**src/rtl/draw_cmd_queue_pkg.sv**
```systemverilog
// ---------------------------------------------------------------------------
// draw_cmd_queue_pkg
// Shared definitions for the draw command queue and its FIFO:
//   - FSM state encodings (IDLE=0, ISSUE=1, WAIT=2)
//   - command field widths and the packed command width (CMD_W=20)
//   - default busy intervals for the box and full-screen sweeps, matching the
//     timing of the tumbler_vga drawing stage
//   - pack/unpack helpers for the command word
// ---------------------------------------------------------------------------
package draw_cmd_queue_pkg;

    localparam int X_W   = 8;
    localparam int Y_W   = 8;
    localparam int COL_W = 3;
    localparam int CMD_W = X_W + Y_W + COL_W + 1;

    // 4x4 box sweep and 160x120 full-screen sweep of the drawing stage
    localparam int DEF_BOX_CYCLES  = 16;
    localparam int DEF_FULL_CYCLES = 19200;

    typedef enum logic [1:0] {
        ST_IDLE  = 2'd0,
        ST_ISSUE = 2'd1,
        ST_WAIT  = 2'd2
    } state_t;

    typedef struct packed {
        logic [X_W-1:0]   x;
        logic [Y_W-1:0]   y;
        logic [COL_W-1:0] colour;
        logic             full;
    } draw_cmd_t;

    function automatic logic [CMD_W-1:0] pack_cmd(
        input logic [X_W-1:0]   x,
        input logic [Y_W-1:0]   y,
        input logic [COL_W-1:0] colour,
        input logic             full
    );
        return {x, y, colour, full};
    endfunction

    function automatic draw_cmd_t unpack_cmd(input logic [CMD_W-1:0] raw);
        return draw_cmd_t'(raw);
    endfunction

endpackage

```
**src/rtl/draw_cmd_fifo.sv**
```systemverilog
// ---------------------------------------------------------------------------
// draw_cmd_fifo
// Generic synchronous FIFO with asynchronous active-low reset.
//   clock, resetn    : clock, async active-low reset
//   push, wr_data    : write request and data (ignored while full)
//   pop              : read request (ignored while empty or during flush)
//   flush            : drop all stored entries; a same-edge push becomes the
//                      only entry
//   rd_data          : head entry (valid when !empty)
//   full, empty      : occupancy flags
//   level            : occupancy count, 0..DEPTH
// DEPTH must be a power of two and at least 2 so the pointers wrap naturally.
// ---------------------------------------------------------------------------
module draw_cmd_fifo #(
    parameter int DEPTH = 8,
    parameter int WIDTH = 20
) (
    input  logic                     clock,
    input  logic                     resetn,
    input  logic                     push,
    input  logic [WIDTH-1:0]         wr_data,
    input  logic                     pop,
    input  logic                     flush,
    output logic [WIDTH-1:0]         rd_data,
    output logic                     full,
    output logic                     empty,
    output logic [$clog2(DEPTH):0]   level
);

    localparam int AW = $clog2(DEPTH);
    localparam int LW = AW + 1;

    logic [WIDTH-1:0] mem_r [DEPTH];
    logic [AW-1:0]    wr_ptr_r;
    logic [AW-1:0]    rd_ptr_r;
    logic [LW-1:0]    count_r;
    logic             full_s;
    logic             empty_s;
    logic             push_ok_s;
    logic             pop_ok_s;

    // Occupancy flags and qualified push/pop requests
    always_comb begin
        full_s    = (count_r == LW'(DEPTH));
        empty_s   = (count_r == {LW{1'b0}});
        push_ok_s = push & ~full_s;
        pop_ok_s  = pop & ~empty_s & ~flush;
    end

    assign rd_data = mem_r[rd_ptr_r];
    assign full    = full_s;
    assign empty   = empty_s;
    assign level   = count_r;

    // Storage, pointers and occupancy count
    always_ff @(posedge clock or negedge resetn) begin
        if (!resetn) begin
            wr_ptr_r <= {AW{1'b0}};
            rd_ptr_r <= {AW{1'b0}};
            count_r  <= {LW{1'b0}};
            for (int i = 0; i < DEPTH; i++) begin
                mem_r[i] <= {WIDTH{1'b0}};
            end
        end else if (flush) begin
            // Restart from slot 0 so a coalesced entry becomes the head
            rd_ptr_r <= {AW{1'b0}};
            if (push_ok_s) begin
                mem_r[0] <= wr_data;
                wr_ptr_r <= AW'(1);
                count_r  <= LW'(1);
            end else begin
                wr_ptr_r <= {AW{1'b0}};
                count_r  <= {LW{1'b0}};
            end
        end else begin
            if (push_ok_s) begin
                mem_r[wr_ptr_r] <= wr_data;
                wr_ptr_r        <= wr_ptr_r + AW'(1);
            end
            if (pop_ok_s) begin
                rd_ptr_r <= rd_ptr_r + AW'(1);
            end
            case ({push_ok_s, pop_ok_s})
                2'b10:   count_r <= count_r + LW'(1);
                2'b01:   count_r <= count_r - LW'(1);
                default: count_r <= count_r;
            endcase
        end
    end

endmodule

```
**src/rtl/draw_cmd_queue.sv**
```systemverilog
// ---------------------------------------------------------------------------
// draw_cmd_queue
// Buffers draw commands from the code translator and paces their issue to the
// VGA drawing stage: one command per completed draw, each issued with a
// single-cycle out_draw strobe followed by a fixed busy interval
// (BOX_CYCLES for a small box, FULL_CYCLES for a full-screen box).
//
// Ports:
//   clock, resetn          : clock, async active-low reset
//   in_valid / in_ready    : command handshake (in_ready = queue not full)
//   in_x, in_y, in_colour, in_full : command fields
//   out_x, out_y, out_colour, out_full : issued command, held until next issue
//   out_draw               : one-cycle strobe per issued command
//   busy                   : high while a command is issuing or waiting
//   level                  : queue occupancy
//
// Optional build macro DRAW_QUEUE_COALESCE_EN: accepting a full-screen command
// discards every queued, not-yet-issued entry so the full command is next.
// ---------------------------------------------------------------------------
module draw_cmd_queue
    import draw_cmd_queue_pkg::*;
#(
    parameter int DEPTH       = 8,
    parameter int BOX_CYCLES  = DEF_BOX_CYCLES,
    parameter int FULL_CYCLES = DEF_FULL_CYCLES,
    parameter int CNT_W       = 15
) (
    input  logic                   clock,
    input  logic                   resetn,
    input  logic                   in_valid,
    output logic                   in_ready,
    input  logic [X_W-1:0]         in_x,
    input  logic [Y_W-1:0]         in_y,
    input  logic [COL_W-1:0]       in_colour,
    input  logic                   in_full,
    output logic [X_W-1:0]         out_x,
    output logic [Y_W-1:0]         out_y,
    output logic [COL_W-1:0]       out_colour,
    output logic                   out_full,
    output logic                   out_draw,
    output logic                   busy,
    output logic [$clog2(DEPTH):0] level
);

    logic [CMD_W-1:0] wr_data_s;
    logic [CMD_W-1:0] rd_data_s;
    draw_cmd_t        head_s;
    logic             fifo_full_s;
    logic             fifo_empty_s;
    logic             push_s;
    logic             pop_s;
    logic             flush_s;
    logic [CNT_W-1:0] load_s;

    state_t           state_r;
    logic [CNT_W-1:0] cnt_r;
    logic [X_W-1:0]   out_x_r;
    logic [Y_W-1:0]   out_y_r;
    logic [COL_W-1:0] out_colour_r;
    logic             out_full_r;
    logic             out_draw_r;
    logic             busy_r;

    // Handshake, head decode, pop decision and interval selection
    always_comb begin
        wr_data_s = pack_cmd(in_x, in_y, in_colour, in_full);
        head_s    = unpack_cmd(rd_data_s);
        push_s    = in_valid & ~fifo_full_s;
`ifdef DRAW_QUEUE_COALESCE_EN
        flush_s   = push_s & in_full;
`else
        flush_s   = 1'b0;
`endif
        // A flushing push replaces the head, so the old head must not issue
        pop_s     = (state_r == ST_IDLE) & ~fifo_empty_s & ~flush_s;
        if (head_s.full) begin
            load_s = CNT_W'(FULL_CYCLES);
        end else begin
            load_s = CNT_W'(BOX_CYCLES);
        end
    end

    draw_cmd_fifo #(
        .DEPTH (DEPTH),
        .WIDTH (CMD_W)
    ) u_fifo (
        .clock   (clock),
        .resetn  (resetn),
        .push    (push_s),
        .wr_data (wr_data_s),
        .pop     (pop_s),
        .flush   (flush_s),
        .rd_data (rd_data_s),
        .full    (fifo_full_s),
        .empty   (fifo_empty_s),
        .level   (level)
    );

    // Issue FSM: busy counter, draw strobe and held output command
    always_ff @(posedge clock or negedge resetn) begin
        if (!resetn) begin
            state_r      <= ST_IDLE;
            cnt_r        <= {CNT_W{1'b0}};
            out_x_r      <= {X_W{1'b0}};
            out_y_r      <= {Y_W{1'b0}};
            out_colour_r <= {COL_W{1'b0}};
            out_full_r   <= 1'b0;
            out_draw_r   <= 1'b0;
            busy_r       <= 1'b0;
        end else begin
            case (state_r)
                ST_IDLE: begin
                    if (pop_s) begin
                        out_x_r      <= head_s.x;
                        out_y_r      <= head_s.y;
                        out_colour_r <= head_s.colour;
                        out_full_r   <= head_s.full;
                        out_draw_r   <= 1'b1;
                        cnt_r        <= load_s;
                        busy_r       <= 1'b1;
                        state_r      <= ST_ISSUE;
                    end else begin
                        out_draw_r   <= 1'b0;
                        busy_r       <= 1'b0;
                        state_r      <= ST_IDLE;
                    end
                end
                ST_ISSUE: begin
                    out_draw_r <= 1'b0;
                    busy_r     <= 1'b1;
                    state_r    <= ST_WAIT;
                    if (cnt_r != {CNT_W{1'b0}}) begin
                        cnt_r <= cnt_r - CNT_W'(1);
                    end else begin
                        cnt_r <= {CNT_W{1'b0}};
                    end
                end
                ST_WAIT: begin
                    out_draw_r <= 1'b0;
                    // Leave on the edge where the counter reaches zero; a
                    // zero count also exits so the counter never wraps
                    if (cnt_r <= CNT_W'(1)) begin
                        cnt_r   <= {CNT_W{1'b0}};
                        busy_r  <= 1'b0;
                        state_r <= ST_IDLE;
                    end else begin
                        cnt_r   <= cnt_r - CNT_W'(1);
                        busy_r  <= 1'b1;
                        state_r <= ST_WAIT;
                    end
                end
                default: begin
                    cnt_r      <= {CNT_W{1'b0}};
                    out_draw_r <= 1'b0;
                    busy_r     <= 1'b0;
                    state_r    <= ST_IDLE;
                end
            endcase
        end
    end

    assign in_ready   = ~fifo_full_s;
    assign out_x      = out_x_r;
    assign out_y      = out_y_r;
    assign out_colour = out_colour_r;
    assign out_full   = out_full_r;
    assign out_draw   = out_draw_r;
    assign busy       = busy_r;

endmodule

```
**config.mk**
```make
export PLATFORM = sky130hd
export DESIGN_NAME = draw_cmd_queue
export DESIGN_NICKNAME = d
export VERILOG_FILES = /design/src/rtl/draw_cmd_queue_pkg.sv /design/src/rtl/draw_cmd_fifo.sv /design/src/rtl/draw_cmd_queue.sv
export SDC_FILE = /design/constraint.sdc
export NUM_CORES = 1
export LEC_CHECK = 0
export CORE_UTILIZATION = 30
export CTS_CLUSTER_DIAMETER = 100
export DETAILED_ROUTE_END_ITERATION = 10
export PLACE_DENSITY = 0.53
export SYNTH_ARGS = -nofsm -noshare
export SYNTH_HDL_FRONTEND = slang
export SYNTH_SLANG_ARGS = --single-unit
```
**constraint.sdc**
```tcl
create_clock -name clock -period 5.75 [get_ports clock]
set_clock_uncertainty 0.2 [all_clocks]
set_input_delay 1.15 -clock clock [delete_from_list [all_inputs] [get_ports clock]]
set_output_delay 1.15 -clock clock [all_outputs]
set_load 0.02 [all_outputs]
```
# Word level (Yosys, flattened, before mapping)
# Index checks and enable logic that the tools add are counted.
# word_totals
reg_bits	209
output_inout_bits	27
input_bits	23
word_cells	67
# classes
n_bitwise	8
n_reduce_logical	6
order_cmp	4
addsub	5
n_mux	19
eq_ne	6
# ops
op	count
160-bit bitwise mux	1
20-bit binary-select mux with 3-bit select	1
20-bit demux with 3-bit select	1
15-bit two-way mux	4
20-bit two-way mux	3
15-bit one-hot mux with 3 select lines	1
15-bit by 1-bit <= comparator with 1-bit output (second input constant)	1
15-bit nonzero test	1
15-bit by 1-bit subtractor with 15-bit output (second input constant)	1
4-bit >= comparator (second input constant)	2
3-bit NOT with 4-bit output	2
4-bit one-hot mux with 2 select lines	1
3-bit by 1-bit adder with 3-bit output (second input constant)	2
2-bit one-hot mux with 3 select lines	1
4-bit by 1-bit adder with 4-bit output (second input constant)	1
1-bit bitwise AND	4
2-bit by 1-bit equality test with 1-bit output (second input constant)	2
2-bit equality test (second input constant)	2
4-bit equality test (second input constant)	1
4-bit logical NOT	1
4-bit by 1-bit < comparator with 1-bit output (second input constant)	1
1-bit two-way mux	4
4-bit by 1-bit subtractor with 4-bit output (second input constant)	1
1-bit one-hot mux with 3 select lines	1
other kinds (7)	8

# Depth between registers and ports, before layout
# logic_depth
ltp_word	7
ltp_mapped	12

# Cells and area by module
# Synthesis repeated with hierarchy kept, for this count alone.
# unflattened
cells_unflattened	669
area_unflattened_um2	9789.4
# modules_own_cells
module	area_each_um2	instances	cells_each
draw_cmd_fifo	7908.8	1	492
draw_cmd_queue	1880.6	1	177

# Least setup slack after synthesis
# Ideal clock, no wire load.
# synth_path
kind	input-to-reg
startpoint	input port in_valid
endpoint	register u_fifo.count_r[3], in the netlist u_fifo.level[3]
arrival_time_ns	2.572
path_stages	10
t_required_ns	5.417
setup_slack_ns	2.845
path_cell_list	and2_1 buf_4 inv_2 ha_1 ha_1 a21o_1 a21oi_1 xnor2_1 nor2_1 xor2_1
# synth_between
elab_chain_cells	4
elab_cells_between_ends	6
cone_classes	eq/ne: 2; mux: 1; bitwise: 2; reduce/logical: 1
# synth_rtl
element	line_no	text
start, declared	draw_cmd_queue.sv:30	input logic in_valid,
1-bit bitwise AND (*)	draw_cmd_queue.sv:68	push_s = in_valid & ~fifo_full_s;
1-bit bitwise AND (*)	draw_cmd_fifo.sv:46	push_ok_s = push & ~full_s;
2-bit by 1-bit equality test with 1-bit output or 2-bit equality test (tied branches)	draw_cmd_fifo.sv:83	case ({push_ok_s, pop_ok_s})
4-bit one-hot mux with 2 select lines or 2-bit nonzero test (tied branches)	--	
end signal, assigned	draw_cmd_fifo.sv:84	2'b10: count_r <= count_r + LW'(1);
end signal, assigned	draw_cmd_fifo.sv:85	2'b01: count_r <= count_r - LW'(1);
end signal, assigned	draw_cmd_fifo.sv:86	default: count_r <= count_r;
end, declared	draw_cmd_fifo.sv:36	logic [LW-1:0] count_r;
# Every way passes the cells marked *; elsewhere a longest branch is shown, timed or not.
# A chain may end at the register's enable or synchronous reset.

# Worst setup path after layout
# layout_path
startpoint	register u_fifo.count_r[0], in the netlist u_fifo.level[0]
endpoint	register u_fifo.count_r[3], in the netlist u_fifo.level[3]
# layout_between
elab_chain_cells	6
elab_cells_between_ends	14
cone_classes	add/sub: 2; eq/ne: 3; mux: 1; bitwise: 6; reduce/logical: 2
# layout_rtl
element	line_no	text
start signal, assigned	draw_cmd_fifo.sv:60	count_r <= {LW{1'b0}};
start signal, assigned	draw_cmd_fifo.sv:73	count_r <= {LW{1'b0}};
start signal, assigned	draw_cmd_fifo.sv:84	
4-bit logical NOT (*)	draw_cmd_fifo.sv:45	empty_s = (count_r == {LW{1'b0}});
1-bit NOT (*)	draw_cmd_fifo.sv:47, draw_cmd_queue.sv:75	
1-bit bitwise AND	draw_cmd_queue.sv:75	pop_s = (state_r == ST_IDLE) & ~fifo_empty_s & ~flush_s;
1-bit bitwise AND (*)	draw_cmd_fifo.sv:47	pop_ok_s = pop & ~empty_s & ~flush;
via u_fifo.pop_ok_s	draw_cmd_fifo.sv:40	logic pop_ok_s;
2-bit by 1-bit equality test with 1-bit output or 2-bit equality test (tied branches)	draw_cmd_fifo.sv:83	
4-bit one-hot mux with 2 select lines or 2-bit nonzero test (tied branches)	--	
# Mark *: on every way through the listed nets, which the timed path passes. The rest lies on a longest branch.

==> results.json <==
{
  "mostFrequentLayoutCells": "206 x dfrtp_1, 103 x mux2_2, 57 x mux2_1",
  "yosysTopAreaCellShare_pct": 55.38,
  "die_area_um2": 32040,
  "ys_seq_area_share_pct": 55.38,
  "grt_overflow_total": 0,
  "cts_tree": "done",
  "cp-endpoint": "u_fifo.level[3]$_DFFE_PN0P_",
  "wire_per_inst_um": 18.22,
  "cts_made_buffers": 26,
  "cts-root-buf": "clkbuf_16",
  "grt_max_degree": 108,
  "yosys.area.top_type": "dfrtp_1",
  "drv_slew": 0,
  "fin_crit_ns": 3.724,
  "power.density_nw_per_um2": 614.0,
  "initial_core_util_pct": 30.65,
  "slew_headroom_pct": 32.35,
  "detail_route.first_pass.iterations": 5,
  "diodes": 0,
  "drt_iter0_markers": 384,
  "io_buffers": 49,
  "drt-total-wl_um": 20370,
  "worstSetupStartpoint": "u_fifo.level[0]$_DFFE_PN0P_",
  "antenna_found_initial": 1,
  "p_leak_uw": 0.004691,
  "yosysWarnings": 0,
  "post-route-period-util_pct": 64.77,
  "clk_latency_ns": 0.52,
  "cts_resized": 0,
  "cp_data_required_time_ns": 5.95,
  "placed_area_um2": 10320,
  "gp_congestion": 0.7543,
  "die_h_um": 179,
  "layout_commonest_cell": "dfrtp_1",
  "postLayoutCellArea_um2": 11170,
  "tightestPinTransition_ns": 1.015,
  "grt_usage_pct": 13.51,
  "post_cts_buffers": 0,
  "r2r_slack_ns": 2.03,
  "outcome": "completed",
  "vias": 5412,
  "hold_path.class": "reg2reg",
  "coreArea_um2": 30670,
  "synth_edf_count": 0,
  "synthCells": 654,
  "drive_gt1_share_pct": 29.22,
  "place.detailed.hpwl_um": 11320,
  "rsz0062_at_grt": "no",
  "ant_nets": 0,
  "rows": 64,
  "finalCoreUtilization_pct": 36.41,
  "r2r-end": "u_fifo.level[3]$_DFFE_PN0P_",
  "end_kind": "flip-flop",
  "min_from": "u_fifo.mem_r[103]$_DFFE_PN0P_",
  "ios": 50,
  "fmaxAchievable_mhz": 268.5,
  "synthTopCellsByArea": "dfrtp_1 55%, mux2_2 12%, mux4_2 9.3%, mux2_1 6.8%, mux2i_1 2.3%",
  "htree_levels": 1,
  "synthToLayoutAreaGrowth_pct": 18.82,
  "min_path_cells": 1,
  "syn_avg_cell_area_um2": 14.37,
  "avgViaCountPerCell": 4.841,
  "crit_fanout": 43,
  "fin_tns_setup_ns": 0,
  "synthArstFlopShare_pct": 100.0,
  "clock-sinks": 208,
  "hold_buffers": 0,
  "clk_pin_slew_worst_paths_ns": 0.06,
  "reg2reg_depth": 10,
  "ys.flop_type": "dfrtp_1",
  "die_w_um": 179,
  "first_global_vias": 5977,
  "r2r_start": "u_fifo.level[0]$_DFFE_PN0P_",
  "n_fill_cell": 2939,
  "peakVddDrop_mv": 0.2260,
  "max_cap_viol_count": 0,
  "hold_viol": 0,
  "startpoint_type": "flip-flop",
  "clock_path_buffers": 3,
  "finalSetupViolations": 0,
  "syn_nets": 685,
  "synth_cell_types": 50,
  "drc_errors": 0,
  "synth_area_um2": 9399,
  "ys_ff_latch": 208,
  "fin_nets": 733,
  "grt_first_pass_wirelength_um": 33290,
  "critPathKind": "reg2reg",
  "arrival_ns": 3.93
}
-- how the worst min path moves through the flow --
stage,endpoint,slack [ns]
2_1_floorplan,u_fifo.mem_r[21]$_DFFE_PN0P_,0.25
3_3_place_gp,u_fifo.mem_r[111]$_DFFE_PN0P_,0.27
3_5_place_dp,u_fifo.mem_r[103]$_DFFE_PN0P_,0.27
4_1_cts,u_fifo.mem_r[103]$_DFFE_PN0P_,0.28
5_1_grt,u_fifo.mem_r[64]$_DFFE_PN0P_,0.30
6_report,u_fifo.mem_r[103]$_DFFE_PN0P_,0.28
-- Yosys cell counts (6+ instances only) --
| library cell | instances |
|---|---|
| nand3_1 | 7 |
| mux2_1 | 57 |
| dfrtp_1 | 208 |
| buf_2 | 19 |
| o21ai_0 | 24 |
| o211ai_1 | 6 |
| mux4_2 | 39 |
| nor3_1 | 7 |
| clkbuf_1 | 15 |
| nand2_1 | 51 |
| mux2_2 | 103 |
| xnor2_1 | 8 |
| ha_1 | 7 |
| nor2_1 | 11 |
| mux2i_1 | 22 |
-- sequential cells by signal, indices dropped and copies added (netlist names) --
signal	cells
out_x	8
busy	1
state_r	2
u_fifo.mem_r	160
out_full	1
u_fifo.level	4
cnt_r	15
u_fifo.wr_ptr_r	3
out_y	8
out_colour	3
u_fifo.rd_ptr_r	3
-- report_power, final --
part           total, uW  switching (uW)  internal, uW  leakage, uW
Combinational       2590            1160          1430      0.00174
Sequential          2680             476          2200      0.00253
Clock               1590             633           961     0.000428
Total               6860            2270          4590      0.00469
-- per-stage QoR --
step / std cells / setup slack (ns) / hold slack [ns] / power (uW)
floorplan: 654 / 2.845 / 0.2524 / 4568
global placement: 1070 / 2.031 / 0.2660 / 5302
detailed placement: 1070 / 1.936 / 0.2708 / 5349
CTS: 1118 / 1.892 / 0.2843 / 6987
global route: 1118 / 1.591 / 0.3011 / 7369
finish: 1118 / 2.026 / 0.2805 / 6857
-- layer usage --
metal / vias up / wire length [um] / global-route usage, %
li1: 2515 / - / -
met1: 2793 / 9714 / 18.57
met2: 73 / 9670 / 22.06
met3: 29 / 683 / 2.375
met4: 2 / 295 / 3.213
met5: - / 8 / 0
-- kinds of logic after synthesis --
logic type	after synthesis	share of synthesized area, %
buffers and inverters	48	2.370
AOI/OAI and AO/OA	57	3.847
and+or+nand+nor	102	5.471
DFF	208	55.38
xor gates and xnor gates	10	0.9319
adders and majority gates	8	1.145
muxes	221	30.86
-- area by class of cell --
type	instances	area, um^2	share of cell area [%]
multi-input combinational	398	3996	35.78
tap	396	495.5	4.436
sequential	208	5207	46.63
inverter	7	26.28	0.2353
timing repair buffer	61	596.8	5.344
clock buffer	31	700.7	6.274
clock inverter	17	145.1	1.300
-- critical path, stage by stage, from the launching register on --
cell and delay [ns]:
dfrtp_1 0.45, nor4_2 0.47, nand2b_2 0.79, clkinv_1 0.38, ha_1 0.35, ha_1 0.29
a21o_1 0.18, a21oi_1 0.16, xnor2_1 0.13, nor2_1 0.06, xor2_1 0.14
Power figures use the tool's default switching activity.
